===== config.mk =====
export PLATFORM = sky130hd
export DESIGN_NAME = motor_ramp_ctrl
export DESIGN_NICKNAME = d
export VERILOG_FILES = /design/src/rtl/motor_pkg.sv /design/src/rtl/motor_ramp_chan.sv /design/src/rtl/motor_ramp_ctrl.sv
export SDC_FILE = /design/constraint.sdc
export NUM_CORES = 1
export LEC_CHECK = 0
export CELL_PAD_IN_SITES_DETAIL_PLACEMENT = 0
export CELL_PAD_IN_SITES_GLOBAL_PLACEMENT = 1
export CORE_MARGIN = 2
export CORE_UTILIZATION = 45
export CTS_BUF_LIST = sky130_fd_sc_hd__clkbuf_16
export DETAILED_ROUTE_END_ITERATION = 8
export GPL_TIMING_DRIVEN = 0
export HOLD_SLACK_MARGIN = 0.1
export PLACE_DENSITY_LB_ADDON = 0.1
export SLEW_MARGIN = 20
export SYNTH_ARGS = -nofsm -noshare
export SYNTH_HDL_FRONTEND = slang
export SYNTH_SLANG_ARGS = --single-unit

===== constraint.sdc =====
create_clock -name hba_clk -period 5.5 [get_ports hba_clk]
set_clock_uncertainty 0.1 [all_clocks]
set_input_delay 1.1 -clock hba_clk [delete_from_list [all_inputs] [get_ports hba_clk]]
set_output_delay 1.1 -clock hba_clk [all_outputs]
set_load 0.05 [all_outputs]

===== src/rtl/motor_pkg.sv =====
// Shared state encodings, channel indices and target field positions
// for the two-channel motor ramp sequencer.
package motor_pkg;

   typedef logic [1:0] state_t;

   localparam state_t ST_IDLE  = 2'd0;
   localparam state_t ST_RUN   = 2'd1;
   localparam state_t ST_DWELL = 2'd2;
   localparam state_t ST_ESTOP = 2'd3;

   localparam int LEFT    = 0;
   localparam int RIGHT   = 1;
   localparam int DIR_BIT = 7;
   localparam int MAG_MSB = 6;

   function automatic logic is_active(input state_t s);
      return (s == ST_RUN) || (s == ST_DWELL);
   endfunction

endpackage


===== src/rtl/motor_ramp_chan.sv =====
// One motor channel: slew-limited duty ramp, dead-time dwell before a
// direction flip, and latched emergency stop.
//
// state    | meaning
// ---------+-------------------------------------------------------------
// ST_IDLE  | channel off, duty 0, waiting for chan_enable
// ST_RUN   | driving; duty slews toward target magnitude on each tick
// ST_DWELL | duty held at 0 for the dead time before dir may flip
// ST_ESTOP | latched stop; cleared only once chan_enable is seen low
module motor_ramp_chan
   import motor_pkg::*;
#(
   parameter int STEP           = 1,
   parameter int MAX_DUTY       = 100,
   parameter int DEADTIME_TICKS = 10
) (
   input  logic       hba_clk,
   input  logic       hba_reset,
   input  logic       tick,
   input  logic       estop,
   input  logic       chan_enable,
   input  logic [7:0] target,
   output logic       en,
   output logic       dir,
   output logic [6:0] duty,
   output logic       busy,
   output logic       estopped
);

   localparam int DW = $clog2(DEADTIME_TICKS + 1);
   localparam logic [6:0]    MAX7  = 7'(MAX_DUTY);
   localparam logic [6:0]    STEP7 = 7'(STEP);
   localparam logic [7:0]    STEP8 = 8'(STEP);
   localparam logic [DW-1:0] DEAD  = DW'(DEADTIME_TICKS);

   state_t        state_q, state_d;
   logic [6:0]    duty_q, duty_d;
   logic          dir_q, dir_d;
   logic [DW-1:0] dwell_q, dwell_d;
   logic [6:0]    mag;
   logic          tdir;
   logic [7:0]    gap_up, gap_dn;

   assign tdir = target[DIR_BIT];
   assign mag  = (target[MAG_MSB:0] > MAX7) ? MAX7 : target[MAG_MSB:0];

   // Differences are taken 8 bits wide so an under-range subtraction can't wrap
   assign gap_up = {1'b0, mag} - {1'b0, duty_q};
   assign gap_dn = {1'b0, duty_q} - {1'b0, mag};

   always_comb begin
      state_d = state_q;
      duty_d  = duty_q;
      dir_d   = dir_q;
      dwell_d = dwell_q;
      if (state_q == ST_ESTOP) begin
         if (!chan_enable) state_d = ST_IDLE;
      end else if (estop) begin
         state_d = ST_ESTOP;
         duty_d  = '0;
      end else begin
         case (state_q)
            ST_IDLE: begin
               duty_d = '0;
               if (chan_enable) begin
                  state_d = ST_RUN;
                  dir_d   = tdir;
               end
            end
            ST_RUN: begin
               if (!chan_enable) begin
                  state_d = ST_IDLE;
                  duty_d  = '0;
               end else if (tick) begin
                  if (tdir == dir_q) begin
                     if (duty_q < mag)
                        duty_d = (gap_up < STEP8) ? mag : duty_q + STEP7;
                     else if (duty_q > mag)
                        duty_d = (gap_dn < STEP8) ? mag : duty_q - STEP7;
                  end else if (duty_q != 7'd0) begin
                     duty_d = (duty_q < STEP7) ? 7'd0 : duty_q - STEP7;
                  end else begin
                     state_d = ST_DWELL;
                     dwell_d = DEAD;
                  end
               end
            end
            ST_DWELL: begin
               duty_d = '0;
               if (!chan_enable) begin
                  state_d = ST_IDLE;
               end else if (tdir == dir_q) begin
                  state_d = ST_RUN;
               end else if (tick) begin
                  dwell_d = dwell_q - DW'(1);
                  if (dwell_q == DW'(1)) begin
                     dir_d   = tdir;
                     state_d = ST_RUN;
                  end
               end
            end
            default: state_d = ST_IDLE;
         endcase
      end
   end

   always_ff @(posedge hba_clk or posedge hba_reset) begin
      if (hba_reset) begin
         state_q  <= ST_IDLE;
         duty_q   <= '0;
         dir_q    <= 1'b0;
         dwell_q  <= '0;
         en       <= 1'b0;
         busy     <= 1'b0;
         estopped <= 1'b0;
      end else begin
         state_q  <= state_d;
         duty_q   <= duty_d;
         dir_q    <= dir_d;
         dwell_q  <= dwell_d;
         en       <= is_active(state_d);
         busy     <= is_active(state_d) && ((duty_d != mag) || (dir_d != tdir));
         estopped <= (state_d == ST_ESTOP);
      end
   end

   assign duty = duty_q;
   assign dir  = dir_q;

endmodule


===== src/rtl/motor_ramp_ctrl.sv =====
// Two-channel motor slew/direction sequencer: shared ramp tick divider
// feeding one ramp channel per motor.
module motor_ramp_ctrl
   import motor_pkg::*;
#(
   parameter int CLK_FREQUENCY  = 60_000_000,
   parameter int RAMP_TICK_HZ   = 1_000,
   parameter int STEP           = 1,
   parameter int MAX_DUTY       = 100,
   parameter int DEADTIME_TICKS = 10
) (
   input  logic       hba_clk,
   input  logic       hba_reset,
   input  logic [1:0] chan_enable,
   input  logic [7:0] target_left,
   input  logic [7:0] target_right,
   input  logic       estop,
   output logic [1:0] en,
   output logic [1:0] dir,
   output logic [6:0] duty_left,
   output logic [6:0] duty_right,
   output logic [1:0] busy,
   output logic [1:0] estopped
);

   localparam int TICK_DIV = CLK_FREQUENCY / RAMP_TICK_HZ;
   localparam int TW       = $clog2(TICK_DIV);
   localparam logic [TW-1:0] TICK_LAST = TW'(TICK_DIV - 1);

   logic [TW-1:0] tick_cnt;
   logic          tick;

   assign tick = (tick_cnt == TICK_LAST);

   always_ff @(posedge hba_clk or posedge hba_reset) begin
      if (hba_reset)  tick_cnt <= '0;
      else if (tick)  tick_cnt <= '0;
      else            tick_cnt <= tick_cnt + TW'(1);
   end

   motor_ramp_chan #(
      .STEP(STEP), .MAX_DUTY(MAX_DUTY), .DEADTIME_TICKS(DEADTIME_TICKS)
   ) u_left (
      .hba_clk    (hba_clk),
      .hba_reset  (hba_reset),
      .tick       (tick),
      .estop      (estop),
      .chan_enable(chan_enable[LEFT]),
      .target     (target_left),
      .en         (en[LEFT]),
      .dir        (dir[LEFT]),
      .duty       (duty_left),
      .busy       (busy[LEFT]),
      .estopped   (estopped[LEFT])
   );

   motor_ramp_chan #(
      .STEP(STEP), .MAX_DUTY(MAX_DUTY), .DEADTIME_TICKS(DEADTIME_TICKS)
   ) u_right (
      .hba_clk    (hba_clk),
      .hba_reset  (hba_reset),
      .tick       (tick),
      .estop      (estop),
      .chan_enable(chan_enable[RIGHT]),
      .target     (target_right),
      .en         (en[RIGHT]),
      .dir        (dir[RIGHT]),
      .duty       (duty_right),
      .busy       (busy[RIGHT]),
      .estopped   (estopped[RIGHT])
   );

endmodule


==> results_tabular.tex <==
\begin{tabular}{lr}
\hline
Metric & Value \\
\hline
\multicolumn{2}{l}{\textbf{STA}} \\
Endpoints failing hold & 0 \\
Max Slew Vio Count & 0 \\
Final worst slack & 230 ps \\
Worst hold-check slack & 386 ps \\
Measured slew at the worst slew-check pin & 888 ps \\
Setup Total Neg Slack & 0 ps \\
Max-Slew Margin vs Limit & 0.404 \\
Unrepaired setup endpoints after global routing & yes \\
Fmax achieved & 0.190 GHz \\
Final critical-path share of the clock period & 0.958 \\
Post-layout min period & 5270 ps \\
Final setup vio count & 0 \\
\multicolumn{2}{l}{\textbf{Synth}} \\
Top area cells in the synthesized netlist & sky130\_fd\_sc\_hd\_\_dfrtp\_1 21\%, sky130\_fd\_sc\_hd\_\_ha\_1 8.4\%, sky130\_fd\_sc\_hd\_\_nor2\_1 5.1\%, sky130\_fd\_sc\_hd\_\_nand2\_1 4.0\%, sky130\_fd\_sc\_hd\_\_xnor2\_1 4.0\% \\
Flip-flop and latch count after synthesis & 50 \\
Part of the Yosys area used for sequential elements & 0.210 \\
Library cells used by synthesis & 80 \\
Synth Instances & 800 \\
Fraction of registers with async set or reset after synthesis & 1.00 \\
Per-instance average area after synthesis & 7.46 sq um \\
Top cell types by occurrence after synthesis & 81 x sky130\_fd\_sc\_hd\_\_nor2\_1, 63 x sky130\_fd\_sc\_hd\_\_nand2\_1, 50 x sky130\_fd\_sc\_hd\_\_dfrtp\_1 \\
Summed instance area of the synthesized netlist & 5970 sq um \\
Number of flops mapped to enable cells by yosys & 0 \\
Cell with the most instances after synthesis & sky130\_fd\_sc\_hd\_\_nor2\_1 \\
Library cell occupying the most area in the post-synthesis netlist & sky130\_fd\_sc\_hd\_\_dfrtp\_1 \\
Area share of the largest cell type after synthesis & 0.210 \\
Warnings, synthesis & 0 \\
Synth Flop Type & sky130\_fd\_sc\_hd\_\_dfrtp\_1 \\
Syn Nets & 863 \\
\multicolumn{2}{l}{\textbf{Place}} \\
Post-DP Area & 6630 sq um \\
Placed wire-length estimate after detailed placement & 14.7 mm \\
Pre-CTS setup slack & -1400 ps \\
Buffers on Ports & 41 \\
Final Wtd Congestion & 0.950 \\
Cell count after placement & 1018 \\
\multicolumn{2}{l}{\textbf{Global route}} \\
Overall routing resource usage & 0.273 \\
Residual overflow from global routing & 0 \\
Antenna violations before repair & 0 \\
First-pass GRT wire length & 31.7 mm \\
Via count of the first global-routing pass & 6183 \\
Largest net degree at the start of global routing & 29 \\
\multicolumn{2}{l}{\textbf{Power}} \\
Leak & 2.84 nW \\
PnR Total Power & 1.25 mW \\
Peak supply drop & 0.159 mV \\
PD cells & 180 nW/um\^{}2 \\
\multicolumn{2}{l}{\textbf{Finish}} \\
Diode insertion count for antenna repair & 0 \\
Total number of nets in the final design & 914 \\
Ratio of cells with drive above 1 in the final layout & 0.0810 \\
Final instance area & 6930 sq um \\
Layout Area Growth over Synthesis & 16.0\% \\
Number of non-filler instances in the completed layout & 1028 \\
Number of filler cells placed in the layout & 1274 \\
Post-Route Utilization & 0.529 \\
\multicolumn{2}{l}{\textbf{Routing}} \\
Iter 0 DRT Violations & 572 \\
Via count & 6426 \\
Routed len/inst & 18.8 microns \\
Final routed DRC violation total & 0 \\
Vias per cell & 6.25 \\
Count of TritonRoute iterations in the first routing pass & 5 \\
Post-Route WL & 19.3 mm \\
Remaining antenna violation count & 0 \\
\multicolumn{2}{l}{\textbf{Setup path}} \\
Worst Setup End Kind & flip-flop \\
Endpoint required time on the critical path & 5560 ps \\
Data arrival time of the critical path & 5330 ps \\
Kind of critical path & in -> reg \\
Reg-to-reg startpoint & u\_left.duty[5] \\
Startpoint Class & primary input \\
Worst setup startpoint & target\_left[3] \\
Largest fanout on the critical path & 3 \\
\multicolumn{2}{l}{\textbf{Clock tree}} \\
Cell at the root of the clock tree & sky130\_fd\_sc\_hd\_\_clkbuf\_16 \\
Worst skew pair latency & 300 ps \\
CTS sink cnt & 50 \\
CTS H-Tree Depth & 2 \\
Clock buffers created by TritonCTS & 5 \\
Buffer depth of the longest clock path & 2 \\
TritonCTS clock tree & yes \\
CTS clk-pin slew, worst paths & 70 ps \\
\multicolumn{2}{l}{\textbf{Floorplanning}} \\
Chip height & 119 microns \\
Top Ports & 43 \\
Overall die area & 14200 sq um \\
Die Span X & 119 microns \\
Initial standard-cell utilization of the core & 0.456 \\
Number of standard-cell rows in the floorplan & 42 \\
Core Footprint & 13100 sq um \\
\multicolumn{2}{l}{\textbf{Worst hold path}} \\
Worst Hold Launch & tick\_cnt[0] \\
Class of the most critical hold timing path & reg -> reg \\
\multicolumn{2}{l}{\textbf{Flow run}} \\
Count of maximum capacitance violations & 0 \\
\multicolumn{2}{l}{\textbf{Status}} \\
Run status & finished, final reports clean \\
\hline
\end{tabular}
[where the power goes]
part           leakage (nW)  total (mW)  switching (mW)  internal, mW
registers             0.648       0.404          0.0142         0.390
logic                  2.11       0.476           0.308         0.168
clock network        0.0812       0.367           0.153         0.214
[flip-flops by register name (all words and copies together), names as in the netlist]
name              count
u_right.state_q       2
u_left.estopped       1
u_left.busy           1
u_left.dwell_q        4
u_left.dir            1
u_left.state_q        2
u_right.estopped      1
u_right.duty          7
u_right.busy          1
u_right.dwell_q       4
u_right.en            1
tick_cnt             16
u_left.duty           7
u_left.en             1
u_right.dir           1
[area by class of cell]
| cell class | count | area [sq um] | share of cell area |
|---|---|---|---|
| multi-input combinational | 648 | 4400 | 0.634 |
| inverter | 44 | 165 | 0.0238 |
| clock buffer | 5 | 125 | 0.0181 |
| timing repair buffer | 47 | 470 | 0.0679 |
| clock inverter | 3 | 41.3 | 0.00596 |
| sequential | 50 | 1250 | 0.181 |
| buffer | 55 | 259 | 0.0374 |
| tap | 176 | 220 | 0.0318 |
[placed cells by master (no fill, tap or decap), drive strengths merged, types with 13 or more instances in the layout]
master          n
dfrtp          50
nand2          63
o21ai          47
nor3           33
inv            44
xnor2          27
xor2           14
o211ai         20
clkdlybuf4s50  37
nor2           82
a21oi          48
buf            20
clkbuf         48
ha             40
and3           13
nand3          39
mux2i          15
[what timing repair did]
| action | CTS | global route |
|---|---|---|
| pin swaps | 3 | 5 |
| buffers inserted | 3 | 2 |
| gates resized for setup | 20 | 19 |
| endpoints found under the setup margin | 6 | 2 |
| hold buffers | 0 | 0 |
[cell families after synthesis]
| kind of cell | count (synthesis) | share of synthesized area |
|---|---|---|
| DFF | 50 | 0.210 |
| adders and majority gates | 42 | 0.0905 |
| muxes | 22 | 0.0383 |
| AOI/OAI and AO/OA | 226 | 0.258 |
| xor gates and xnor gates | 41 | 0.0614 |
| buffers and inverters | 102 | 0.0723 |
| and+or+nand+nor | 317 | 0.270 |
[path summary, 6_finish.rpt]
check / endpoint / slack (ps) / cells after the start
max in group asynchronous: u_left.dir / 3640 / 3
setup / recovery: u_left.busy / 230 / 16
min in group asynchronous: tick_cnt[10] / 1110 / 2
setup reg to reg: u_left.busy / 580 / 15
hold reg to reg: tick_cnt[0] / 390 / 1
hold / removal: tick_cnt[0] / 390 / 1
[critical path, stage by stage]
cell and delay [ps]:
sky130_fd_sc_hd__dlymetal6s2s_1 170, sky130_fd_sc_hd__o311ai_4 360, sky130_fd_sc_hd__nand2_2 100, sky130_fd_sc_hd__ha_2 210
sky130_fd_sc_hd__fa_2 380, sky130_fd_sc_hd__xor2_2 130, sky130_fd_sc_hd__nand3_1 100, sky130_fd_sc_hd__or4_4 540
sky130_fd_sc_hd__nor4b_4 260, sky130_fd_sc_hd__buf_4 190, sky130_fd_sc_hd__mux2_1 320, sky130_fd_sc_hd__a22o_1 210
sky130_fd_sc_hd__o21ai_2 180, sky130_fd_sc_hd__o21ai_1 80, sky130_fd_sc_hd__or4_1 540, sky130_fd_sc_hd__o41a_1 460
[per-layer routing]
metal / part of all wire / track usage / up-vias
met5: 0 / 0 / -
met4: 0.031 / 0.107 / 0
met3: 0.064 / 0.0292 / 49
met2: 0.48 / 0.467 / 285
met1: 0.42 / 0.351 / 3079
li1: - / - / 3013
Power figures use the tool's default switching activity.
